File: src/rtl/jtdsp16_sdo_rx_pkg.sv
// Shared types and helpers for the DSP16 serial-output receiver.
// Purely combinational content, no latency.
// No flow control here; users apply their own handshake.
package jtdsp16_sdo_rx_pkg;

   localparam int SDO_W = 16;

   typedef struct packed {
      logic [SDO_W-1:0] left;
      logic [SDO_W-1:0] right;
   } sdo_pair_t;

   // Insert one serial bit so that after SDO_W bits the word reads as transmitted.
   function automatic logic [SDO_W-1:0] shift_in(input logic [SDO_W-1:0] w,
                                                  input logic             b,
                                                  input logic             msb_first);
      return msb_first ? {w[SDO_W-2:0], b} : {b, w[SDO_W-1:1]};
   endfunction

endpackage

File: src/rtl/jtdsp16_sdo_fifo.sv
// Synchronous FIFO with registered head outputs, depth 2^AW.
// Write to readable head: 1 cycle (no fall-through).
// Push when full without a same-cycle pop is dropped and reported on drop.
module jtdsp16_sdo_fifo #(
   parameter int DW = 32,
   parameter int AW = 2
) (
   input  logic          clk,
   input  logic          rst,
   input  logic          push,
   input  logic [DW-1:0] din,
   input  logic          ready,
   output logic          valid,
   output logic          full,
   output logic          drop,
   output logic [DW-1:0] head
);
   localparam int DEPTH = 1 << AW;

   logic [DW-1:0] mem [DEPTH];
   logic [AW-1:0] wr_ptr;
   logic [AW-1:0] rd_ptr;
   logic [AW-1:0] rd_nxt;
   logic [AW:0]   count;
   logic          pop;
   logic          wr;
   logic          one_left;

   assign valid    = (count != '0);
   assign full     = count[AW];
   assign pop      = valid & ready;
   assign wr       = push & (~full | pop);
   assign drop     = push & full & ~pop;
   assign rd_nxt   = rd_ptr + 1'b1;
   assign one_left = (count == (AW+1)'(1));

   // Storage array; contents are don't-care until written.
   always_ff @(posedge clk) begin
      if (wr) mem[wr_ptr] <= din;
   end

   // Pointers and occupancy.
   always_ff @(posedge clk) begin
      if (rst) begin
         wr_ptr <= '0;
         rd_ptr <= '0;
         count  <= '0;
      end else begin
         if (wr)  wr_ptr <= wr_ptr + 1'b1;
         if (pop) rd_ptr <= rd_nxt;
         case ({wr, pop})
            2'b10:   count <= count + 1'b1;
            2'b01:   count <= count - 1'b1;
            default: count <= count;
         endcase
      end
   end

   // Head register: the incoming pair becomes head when the FIFO is (or is becoming) empty,
   // otherwise a pop advances to the next stored entry.
   always_ff @(posedge clk) begin
      if (rst) begin
         head <= '0;
      end else if (wr && (!valid || (one_left && pop))) begin
         head <= din;
      end else if (pop && !one_left) begin
         head <= mem[rd_nxt];
      end
   end

endmodule

File: src/rtl/jtdsp16_sdo_rx.sv
// DSP16 serial-output receiver: frames 16-bit words on ock/old and queues stereo pairs.
// Last bit of a right word to out_valid: 2 clk cycles when the FIFO was empty.
// Holds the head pair while out_ready is low; pairs arriving on a full FIFO are dropped (overrun).
module jtdsp16_sdo_rx
   import jtdsp16_sdo_rx_pkg::*;
#(
   parameter int MSB_FIRST = 0,
   parameter int AW        = 2
) (
   input  logic        clk,
   input  logic        rst,
   input  logic        sdo,
   input  logic        ock,
   input  logic        old,
   output logic [15:0] out_left,
   output logic [15:0] out_right,
   output logic        out_valid,
   input  logic        out_ready,
   input  logic        clr_flags,
   output logic        overrun,
   output logic        sync_err
);
   typedef enum logic {IDLE = 1'b0, SHIFT = 1'b1} state_t;

   localparam logic MSB = (MSB_FIRST != 0);

   state_t           state;
   logic             ock_l;
   logic             bit_en;
   logic [4:0]       bitcnt;
   logic [SDO_W-1:0] sreg;
   logic [SDO_W-1:0] lhold;
   logic             word_done;
   logic             ch;
   logic             push;
   logic             drop;
   logic             fifo_full;
   logic             sync_ev;
   sdo_pair_t        pair_in;
   sdo_pair_t        pair_head;

   assign bit_en  = ock & ~ock_l;
   assign sync_ev = bit_en & old & (state == SHIFT);

   // Delayed copy of ock for rising-edge detection.
   always_ff @(posedge clk) begin
      ock_l <= ock;
   end

   // Word framing FSM and shift register.
   always_ff @(posedge clk) begin
      if (rst) begin
         state     <= IDLE;
         bitcnt    <= '0;
         sreg      <= '0;
         word_done <= 1'b0;
      end else begin
         word_done <= 1'b0;
         if (bit_en) begin
            case (state)
               IDLE: begin
                  if (old) begin
                     sreg   <= shift_in(sreg, sdo, MSB);
                     bitcnt <= 5'd1;
                     state  <= SHIFT;
                  end
               end
               SHIFT: begin
                  sreg <= shift_in(sreg, sdo, MSB);
                  if (old) begin
                     bitcnt <= 5'd1;
                  end else if (bitcnt == 5'd15) begin
                     bitcnt    <= '0;
                     state     <= IDLE;
                     word_done <= 1'b1;
                  end else begin
                     bitcnt <= bitcnt + 5'd1;
                  end
               end
               default: state <= IDLE;
            endcase
         end
      end
   end

   // Left/right steering: a left word is parked, a right word completes the pair.
   always_ff @(posedge clk) begin
      if (rst) begin
         ch    <= 1'b0;
         lhold <= '0;
      end else if (word_done) begin
         if (!ch) lhold <= sreg;
         ch <= ~ch;
      end
   end

   assign push          = word_done & ch;
   assign pair_in.left  = lhold;
   assign pair_in.right = sreg;

   jtdsp16_sdo_fifo #(
      .DW (2*SDO_W),
      .AW (AW)
   ) u_fifo (
      .clk   (clk),
      .rst   (rst),
      .push  (push),
      .din   (pair_in),
      .ready (out_ready),
      .valid (out_valid),
      .full  (fifo_full),
      .drop  (drop),
      .head  (pair_head)
   );

   assign out_left  = pair_head.left;
   assign out_right = pair_head.right;

   // Sticky status flags; a new event in the clear cycle keeps the flag set.
   always_ff @(posedge clk) begin
      if (rst) begin
         overrun  <= 1'b0;
         sync_err <= 1'b0;
      end else begin
         if (drop)           overrun <= 1'b1;
         else if (clr_flags) overrun <= 1'b0;
         if (sync_ev)        sync_err <= 1'b1;
         else if (clr_flags) sync_err <= 1'b0;
      end
   end

endmodule
File: config.mk
export PLATFORM = sky130hd
export DESIGN_NAME = jtdsp16_sdo_rx
export DESIGN_NICKNAME = d
export VERILOG_FILES = /design/src/rtl/jtdsp16_sdo_rx_pkg.sv /design/src/rtl/jtdsp16_sdo_fifo.sv /design/src/rtl/jtdsp16_sdo_rx.sv
export SDC_FILE = /design/constraint.sdc
export NUM_CORES = 1
export LEC_CHECK = 0
export CAP_MARGIN = 30
export CORE_AREA = 2 2 127 129
export CTS_BUF_LIST = sky130_fd_sc_hd__clkbuf_16
export DETAILED_ROUTE_END_ITERATION = 8
export DIE_AREA = 0 0 129 131
export PLACE_DENSITY = 0.74
export SLEW_MARGIN = 20
export SYNTH_ARGS = -nofsm -noshare
export SYNTH_HDL_FRONTEND = slang
export SYNTH_SLANG_ARGS = --single-unit
File: constraint.sdc
create_clock -name clk -period 2.4 [get_ports clk]
set_clock_uncertainty 0.05 [all_clocks]
set_input_delay 0.24 -clock clk [delete_from_list [all_inputs] [get_ports clk]]
set_output_delay 0.24 -clock clk [all_outputs]
set_load 0.02 [all_outputs]
==> results.md, run 1 <==
- Status: complete, no violations
- Worst r2r src: u_fifo.count[0]
- Syn_area_per_cell: 13.9 sq um
- Number of enable flip-flop cells after synthesis: 128
- Post-cts resize count: 1
- Worst Setup End Kind: primary output
- Synth top area share: 45.7%
- ANT cells: 0
- Clock latency on the worst-skew pair: 0.50 ns
- GP Congestion: 0.747
- Count of cell types in the netlist: 46
- WL per Instance: 20.7 um
- Launch point of the worst path: u_fifo.count[0]
- CTS Sinks: 210
- # H-tree levels: 1
- Fraction of registers with async set/reset: 0%
- Cell with the most instances after synthesis: edfxtp_1
- Top cells by area, synth: edfxtp_1 46%, dfxtp_1 20%, mux4_2 8.6%
- Setup Viol. Count Final: 0
- RSZ-0062 raised after global routing: false
- Post-route setup slack: 0.203 ns
- Leak Pwr: 3.08 nW
- Post-CTS Setup Inserts: 0
- Clk buf depth: 3
- Synth Flop Type: edfxtp_1
- Initial Utilization: 53.9%
- Min-Delay Path Class: in2reg
- Vias per inst: 5.96
- CTS tree: done
- Seq/Total Area, Yosys: 65.3%
- Leading area contributor after synthesis: edfxtp_1
- Total gr overflow: 0
- Fin. max-slew vios: 0
- Crit path max fanout: 5
- Peak supply drop: 568 uV
- Hold buffers post-CTS: 0
- Routed vias: 5,193
- Fin. Hold Viols: 0
- Worst hold start: ock
- DP HPWL: 10000 um
- FP Rows: 46
- Tcrit/Tclk final: 91.5%
- Core area: 0.0156 sq mm
- GRT Util Overall: 22.5%
- Input/output buffers: 41
- Worst path arrival time: 1.91 ns
- Die footprint: 0.0169 sq mm
- CP Launch Type: register
- DP Area: 0.00905 sq mm
- Seq cells post-synth: 210
- # DRC: 0
- Number of global-route vias before repair: 5,506
- Final nets: 657
- Die height: 131 um
- Drt total wl: 18,100 um
- Fin area: 0.00973 sq mm
- Worst Path Required: 2.11 ns
- Synth Net Count: 620
- Io pins: 42
- Reg clk slew, reported paths: 0.06 ns
- TritonRoute pass-1 iters: 5
- Largest net degree at the start of global routing: 57
- Cell area power density: 859 mW/mm^2
- TritonCTS Buffers: 22
- Critical path class: reg2out
- Setup TNS: 0 ns
- Global-route wire length before repair: 29,100 um
- Proportion of layout cells with a drive suffix above 1: 17.5%
- Root Driver: clkbuf_16
- Top cells by count, synth: 128 x edfxtp_1, 82 x dfxtp_1, 64 x nor3_1
- Final antenna-violating net count: 0
- Slew @ Worst Pin: 0.737 ns
- Max-cap viol count: 0
- DRT iter0 DRCs: 363
- Synthesized area: 0.00841 sq mm
- Dpl ws: 0.262 ns
- Count of yosys warnings during synthesis: 0
- Die Width: 129 um
- Post-synthesis cell count: 603
- Relative slew slack: 50.8%
- Fin crit period: 2.20 ns
- Initial antenna violation count: 0
- Max Freq: 0.455 GHz
- Layout area overhead: 15.7%
-- metal layers --
layer,vias up,share of wire [%],global-route usage [%]
met5,-,0,0
met4,0,2.4,6.65
met3,37,5.5,3.79
met2,168,52,41.5
met1,2639,40,27.3
li1,2349,-,-
-- stage by stage --
step	util (%)	power [mW]	hold WS, ns	cells
2_1_floorplan	-	4.86	0.218	603
3_3_place_gp	58.0	5.26	0.408	832
3_5_place_dp	58.0	5.29	0.413	832
4_1_cts	62.4	8.41	0.222	872
5_1_grt	62.4	8.65	0.257	872
6_report	62.4	8.36	0.250	872
-- registers in the layout (all words and copies together) (netlist names) --
signal	cells
overrun	1
u_fifo.count	3
bitcnt	5
u_fifo.rd_ptr	2
word_done	1
ock_l	1
state	1
sync_err	1
u_fifo.mem	128
u_fifo.head	32
u_fifo.wr_ptr	2
sreg	16
ch	1
lhold	16
-- where the power goes --
part,leakage [nW],switching [mW],total (mW),internal [mW]
logic,0.865,0.715,1.21,0.490
registers,1.86,0.0889,4.00,3.91
clock network,0.355,1.32,3.15,1.83
-- placed cells by master (no fill, tap or decap), types with 9 or more instances in the layout --
cell type and count:
a21oi_1 41, inv_1 47, mux4_2 32, a2111oi_2 30, nor3_1 64, clkbuf_16 23, o21ai_0 23, buf_4 11
dfxtp_1 81, ha_1 10, nor2_1 9, edfxtp_1 128, nand2_1 34, nand3_1 21, clkdlybuf4s50_1 39
-- cell type report --
| cell class | instances | area (sq um) |
|---|---|---|
| fill | 1162 | 5870 |
| sequential | 210 | 5490 |
| multi-input combinational | 307 | 2530 |
| timing repair buffer | 57 | 602 |
| clock buffer | 23 | 576 |
| tap | 216 | 270 |
| inverter | 42 | 158 |
| clock inverter | 17 | 100 |
-- worst paths after layout --
check | end | slack [ns] | depth (start not counted)
hold reg to reg | u_fifo.head[19] | 0.42 | 2
setup / recovery | out_valid | 0.20 | 5
setup reg to reg | u_fifo.count[2] | 0.36 | 7
hold / removal | ock_l | 0.25 | 1
-- worst max-delay path, stage by stage (launching register included) --
cell           delay (ns)
dfxtp_1              0.34
inv_1                0.09
ha_1                 0.21
nor2b_1              0.31
inv_1                0.12
dlygate4sd2_1        0.34
-- cell families after synthesis --
group	after synthesis	synth area share, %
compound gates	108	10.6
xor+xnor	2	0.208
fa+ha+maj	10	1.49
buf+inv	86	4.58
flops	210	65.3
mux	33	8.69
simple gates	154	9.14
Note: power is estimated with default switching activity, not from simulation.
==> run 2: changes to the inputs <==
--- a/config.mk
+++ b/config.mk
@@ -6,12 +6,15 @@
 export NUM_CORES = 1
 export LEC_CHECK = 0
 export CAP_MARGIN = 30
-export CORE_AREA = 2 2 127 129
+export CORE_AREA = 2 2 126 128
 export CTS_BUF_LIST = sky130_fd_sc_hd__clkbuf_16
+export CTS_CLUSTER_SIZE = 8
 export DETAILED_ROUTE_END_ITERATION = 8
-export DIE_AREA = 0 0 129 131
+export DIE_AREA = 0 0 128 130
+export MAX_ROUTING_LAYER = met4
 export PLACE_DENSITY = 0.74
 export SLEW_MARGIN = 20
 export SYNTH_ARGS = -nofsm -noshare
 export SYNTH_HDL_FRONTEND = slang
+export SYNTH_HIERARCHICAL = 1
 export SYNTH_SLANG_ARGS = --single-unit
==> run 2 against run 1 <==
  * Via count shrank 7.9%
  * Synthesized cell count shrank 7.3%
  * Utilization grew 0.40 points
  * Clock power grew 17%
  * Global-route usage shrank 1.8 points
==> results.md, run 2 <==
- TritonRoute pass-1 iters: 4
- Top cells by area, synth: edfxtp_1 47%, dfxtp_1 20%, mux4_2 8.7%
- Drt total wl: 16,400 um
- DP HPWL: 9070 um
- Critical path class: reg2out
- Fin. max-slew vios: 0
- Worst Path Required: 2.11 ns
- Die Width: 128 um
- RSZ-0062 raised after global routing: false
- Setup TNS: 0 ns
- Leading area contributor after synthesis: edfxtp_1
- Max-cap viol count: 0
- Vias per inst: 5.81
- Synth top area share: 46.6%
- Synth Flop Type: edfxtp_1
- Worst path max stage delay: 0.60 ns
- Worst path arrival time: 2.00 ns
- Clk buf depth: 3
- Syn_area_per_cell: 14.7 sq um
- Hold buffers post-CTS: 0
- R2R depth: 7
- Worst Setup End Kind: primary output
- Largest net degree at the start of global routing: 65
- Fin crit period: 2.29 ns
- Post-CTS Setup Inserts: 0
- Cell with the most instances after synthesis: edfxtp_1
- Count of yosys warnings during synthesis: 6
- Largest register FFs: 128
- Layout area overhead: 17.4%
- Post-cts resize count: 0
- Clock latency on the worst-skew pair: 0.53 ns
- Crit path max fanout: 4
- Min-Delay Path Class: in2reg
- Placed cells: 769
- Initial antenna violation count: 0
- Cell area power density: 962 mW/mm^2
- Die height: 130 um
- GRT Util Overall: 20.7%
- Io pins: 42
- Commonest non-fill, non-tap cell in the layout: edfxtp_1
- Layout Cells excl Fill: 824
- Fraction of registers with async set/reset: 0%
- Initial Utilization: 53.4%
- FP Rows: 46
- Status: complete, no violations
- Post-synthesis cell count: 559
- TritonCTS Buffers: 30
- Worst hold path endpoint: overrun
- Fill cells: 1,135
- Proportion of layout cells with a drive suffix above 1: 14.4%
- Count of cell types in the netlist: 44
- Slew @ Worst Pin: 0.766 ns
- Top cells by count, synth: 128 x edfxtp_1, 82 x dfxtp_1, 42 x nor2_1
- Seq cells post-synth: 210
- WL per Instance: 19.9 um
- Input/output buffers: 41
- Max Freq: 0.436 GHz
- Reg clk slew, reported paths: 0.05 ns
- Relative slew slack: 48.9%
- Root Driver: clkbuf_16
- Leak Pwr: 3.15 nW
- ANT cells: 0
- Setup Viol. Count Final: 0
- Worst hold start: rst
- # H-tree levels: 1
- Number of enable flip-flop cells after synthesis: 128
- Total design power: 9.32 mW
- Total gr overflow: 0
- CTS Sinks: 210
- Fin. Hold Viols: 0
- Routed vias: 4,784
- Worst-path cell with the longest stage delay: clkdlybuf4s50_1
- Seq/Total Area, Yosys: 66.5%
- Worst-path cell chain: inv_1 > ha_1 > nand2b_4 > clkdlybuf4s50_1
- Global-route wire length before repair: 26,000 um
- Largest regs: u_fifo/mem x128, u_fifo/head x32
- R2R setup slack: 0.39 ns
- # DRC: 0
- Synth Net Count: 576
- DRT iter0 DRCs: 407
- CP Launch Type: register
- GP Congestion: 0.769
- Register area: 0.00549 sq mm
- Number of global-route vias before repair: 4,976
- Die footprint: 0.0166 sq mm
- Min-Delay Path Depth: 2
- Final nets: 626
- Reg2Reg Capture Point: u_fifo/count[2]
- Top reg by flops: u_fifo/mem
- Final antenna-violating net count: 0
- Peak supply drop: 511 uV
- Synthesized area: 0.00824 sq mm
- Core area: 0.0154 sq mm
- Most frequent cells in the layout: 128 x edfxtp_1, 81 x dfxtp_1, 42 x nor2_1, 40 x a21oi_1, 40 x clkdlybuf4s50_1
- Worst r2r src: u_fifo/count[1]
- CTS tree: done
- Multi-input gate area: 0.00246 sq mm
- Tcrit/Tclk final: 95.5%
==> run 2: cell count changes in the layout (fill, tap and decap cells not counted), moves of 7 or more <==
cell	before	now
mux2i_1	1	33
a2111oi_2	30	0
nor2_1	9	42
inv_1	47	30
nor3_1	64	0
a211oi_1	1	32
clkbuf_16	23	30
==> run 2: logic make-up (layout without fill, tap and decap cells) <==
family | Yosys count | after routing | synth area share [%]
buf+inv | 46 | 119 | 3.73
xor+xnor | 5 | 5 | 0.531
compound gates | 101 | 101 | 7.89
fa+ha+maj | 10 | 10 | 1.52
flops | 210 | 210 | 66.5
mux | 65 | 65 | 12.8
simple gates | 122 | 122 | 7.03
==> run 2: area by class of cell <==
cell class | instances | area share, %
clock inverters | 25 | 1.15
multi-input cells | 303 | 25.4
clock buffers | 30 | 7.75
well taps | 192 | 2.48
inverters | 8 | 0.310
flip-flops and latches | 210 | 56.7
repair buffers | 56 | 6.26
==> run 2: worst max-delay path: cells and delay by family, from the launching register on <==
kind | cells | cell delay (ns)
fa+ha+maj | 1 | 0.26
buf+inv | 2 | 0.71
flops | 1 | 0.40
simple gates | 1 | 0.11
==> run 2: how the worst max path moves through the flow <==
stage	from	end	cells past startpoint
final	u_fifo/count[0]	out_valid	4
after global routing	u_fifo/count[0]	out_valid	4
after CTS	u_fifo/count[0]	out_valid	4
after detailed placement	out_ready	u_fifo/count[2]	7
after global placement	out_ready	u_fifo/count[2]	7
after floorplan	u_fifo/count[0]	u_fifo/count[2]	7
==> run 2: through the flow <==
step | area (sq um) | hold slack [ns] | utilization (%) | setup WS [ns]
finish | 9680 | 0.157 | 62.8 | 0.108
global route | 9680 | 0.168 | 62.8 | 0.0322
CTS | 9680 | 0.139 | 62.8 | 0.0885
detailed placement | 8820 | 0.419 | 57.2 | 0.206
global placement | 8820 | 0.409 | 57.2 | 0.249
floorplan | 8240 | 0.218 | - | 0.557
==> run 2: where the power goes <==
part / switching, mW / leakage, nW / total (mW) / internal [mW]
clock: 1.47 / 0.503 / 3.70 / 2.23
combinational: 0.819 / 0.786 / 1.48 / 0.659
sequential: 0.131 / 1.86 / 4.14 / 4.01
total: 2.42 / 3.15 / 9.32 / 6.90
==> run 2: metal layers <==
metal  GRT usage [%]  up-vias  routed length, um
met5               -        -                  0
met4            6.59        0                244
met3            3.32       27                851
met2            35.4      131               8320
met1            25.6     2403               6960
li1                -     2223                  -
==> run 3: changes to the inputs <==
--- a/config.mk
+++ b/config.mk
@@ -6,13 +6,13 @@
 export NUM_CORES = 1
 export LEC_CHECK = 0
 export CAP_MARGIN = 30
-export CORE_AREA = 2 2 126 128
+export CORE_AREA = 3 3 127 129
 export CTS_BUF_LIST = sky130_fd_sc_hd__clkbuf_16
 export CTS_CLUSTER_SIZE = 8
 export DETAILED_ROUTE_END_ITERATION = 8
-export DIE_AREA = 0 0 128 130
+export DIE_AREA = 0 0 130 132
 export MAX_ROUTING_LAYER = met4
-export PLACE_DENSITY = 0.74
+export PLACE_DENSITY = 0.73
 export SLEW_MARGIN = 20
 export SYNTH_ARGS = -nofsm -noshare
 export SYNTH_HDL_FRONTEND = slang
==> run 3 against run 2 <==
  * Global-route usage down 0.60 points
  * Worst setup slack better by 0.0078 ns
  * Via count up 0.29%
  * Critical path type unchanged
  * Sequential share of layout area about the same
  * Die area up 3.1%
  * Flip-flop and latch count unchanged
  * Combinational power about the same
  * Sequential power about the same
  * Clock power about the same
  * Count of clock-buffer cells in the layout up 1
  * Non-clock buffer count down 3
==> results.md, run 3 (synthesis results as in run 2) <==
- Crit path max fanout: 4
- Cell area power density: 961 mW/mm^2
- Fin. max-slew vios: 0
- Core area: 0.0151 sq mm
- Clock latency on the worst-skew pair: 0.52 ns
- Worst r2r src: u_fifo/count[1]
- Leak Pwr: 3.15 nW
- Slew @ Worst Pin: 0.721 ns
- DRT iter0 DRCs: 450
- Status: complete, no violations
- R2R setup slack: 0.41 ns
- Input/output buffers: 41
- Largest net degree at the start of global routing: 65
- Fin. Hold Viols: 0
- Total gr overflow: 0
- Commonest non-fill, non-tap cell in the layout: edfxtp_1
- Die height: 132 um
- Largest regs: u_fifo/mem x128, u_fifo/head x32
- CTS tree: done
- Worst-path cell with the longest stage delay: clkdlybuf4s50_1
- Drt total wl: 16,200 um
- Worst hold start: ock
- Fill cells: 1,030
- Min-Delay Path Depth: 1
- Max Freq: 0.438 GHz
- Proportion of layout cells with a drive suffix above 1: 14.0%
- Vias per inst: 5.87
- Multi-input gate area: 0.00246 sq mm
- Worst path max stage delay: 0.61 ns
- # DRC: 0
- Global-route wire length before repair: 26,400 um
- TritonRoute pass-1 iters: 7
- Reg2Reg Capture Point: u_fifo/count[2]
- Setup Viol. Count Final: 0
- Worst-path cell chain: inv_1 > ha_1 > nand2b_4 > clkdlybuf4s50_1
- Post-cts resize count: 0
- # H-tree levels: 1
- Hold_ws: 0.203 ns
- Routed vias: 4,798
- Relative slew slack: 51.9%
- Most frequent cells in the layout: 128 x edfxtp_1, 81 x dfxtp_1, 42 x nor2_1, 40 x a21oi_1, 40 x clkdlybuf4s50_1
- Clk buf depth: 3
- Worst Setup End Kind: primary output
- DP HPWL: 9330 um
- Worst hold path endpoint: ock_l
- Worst path arrival time: 1.99 ns
- Post-CTS Setup Inserts: 0
- Worst Path Required: 2.11 ns
- GRT Util Overall: 20.1%
- Number of global-route vias before repair: 4,862
- ANT cells: 0
- Setup TNS: 0 ns
- Layout area overhead: 17.5%
- Final nets: 623
- Fin crit period: 2.28 ns
- R2R depth: 7
- CTS Sinks: 210
- FP Rows: 45
- Largest register FFs: 128
- WL per Instance: 19.9 um
- RSZ-0062 raised after global routing: false
- TritonCTS Buffers: 30
- Max-cap viol count: 0
- Final antenna-violating net count: 0
- Min-Delay Path Class: in2reg
- Io pins: 42
- Critical path class: reg2out
- Hold buffers post-CTS: 0
- Die Width: 130 um
- GP Congestion: 0.832
- Root Driver: clkbuf_16
- Initial antenna violation count: 0
- Initial Utilization: 54.4%
- Register area: 0.00549 sq mm
- Reg clk slew, reported paths: 0.05 ns
- Top reg by flops: u_fifo/mem
- Die footprint: 0.0172 sq mm
- Peak supply drop: 472 uV
- Tcrit/Tclk final: 95.2%
- CP Launch Type: register
==> run 3: changes by cell type in the layout (fill, tap and decap cells not counted), sizes merged <==
cell	previous run	this run
buf	16	13
clkinv	2	1
clkbuf	30	31
==> run 3: metal layers <==
layer / track usage [%] / vias to the layer above / part of all wire [%]
met4: 5.31 / 0 / 1.7
met5: - / - / 0
met1: 27.8 / 2405 / 42
met3: 3.12 / 24 / 5.3
li1: - / 2218 / -
met2: 31.5 / 151 / 51
==> run 3: worst max-delay path by stage <==
| stage | end | slack (ns) | startpoint |
|---|---|---|---|
| floorplan | u_fifo/count[2] | 0.56 | u_fifo/count[0] |
| global placement | u_fifo/count[2] | 0.26 | out_ready |
| detailed placement | u_fifo/count[2] | 0.20 | out_ready |
| CTS | out_valid | 0.09 | u_fifo/count[0] |
| global route | out_valid | 0.01 | u_fifo/count[0] |
| finish | out_valid | 0.12 | u_fifo/count[0] |
==> run 3: worst max-delay path: cells and delay by family, from the launching register on <==
| kind | cells | cell delay [ns] |
|---|---|---|
| buf+inv | 2 | 0.70 |
| flops | 1 | 0.40 |
| fa+ha+maj | 1 | 0.26 |
| simple gates | 1 | 0.11 |
==> run 3: report_power, final <==
group	switching, mW	internal, mW
Clock	1.41	2.28
Combinational	0.811	0.662
Sequential	0.132	4.01
==> run 3: area by class of cell <==
type / instances / share of cell area [%]
flip-flops and latches: 210 / 56.6
multi-input cells: 303 / 25.4
clock buffers: 31 / 8.01
repair buffers: 53 / 6.28
well taps: 188 / 2.43
clock inverters: 24 / 0.982
inverters: 8 / 0.310
==> run 3: per-stage QoR <==
stage                     instances  area (sq um)  util (%)  worst slack [ns]  total power [mW]
after detailed placement        762          8820      58.2             0.200              5.70
after floorplan                 559          8240         -             0.557              5.13
after global placement          762          8820      58.2             0.257              5.65
after CTS                       817          9690      64.0            0.0890              9.39
after global routing            817          9690      64.0            0.0127              9.71
final                           817          9690      64.0             0.116              9.31
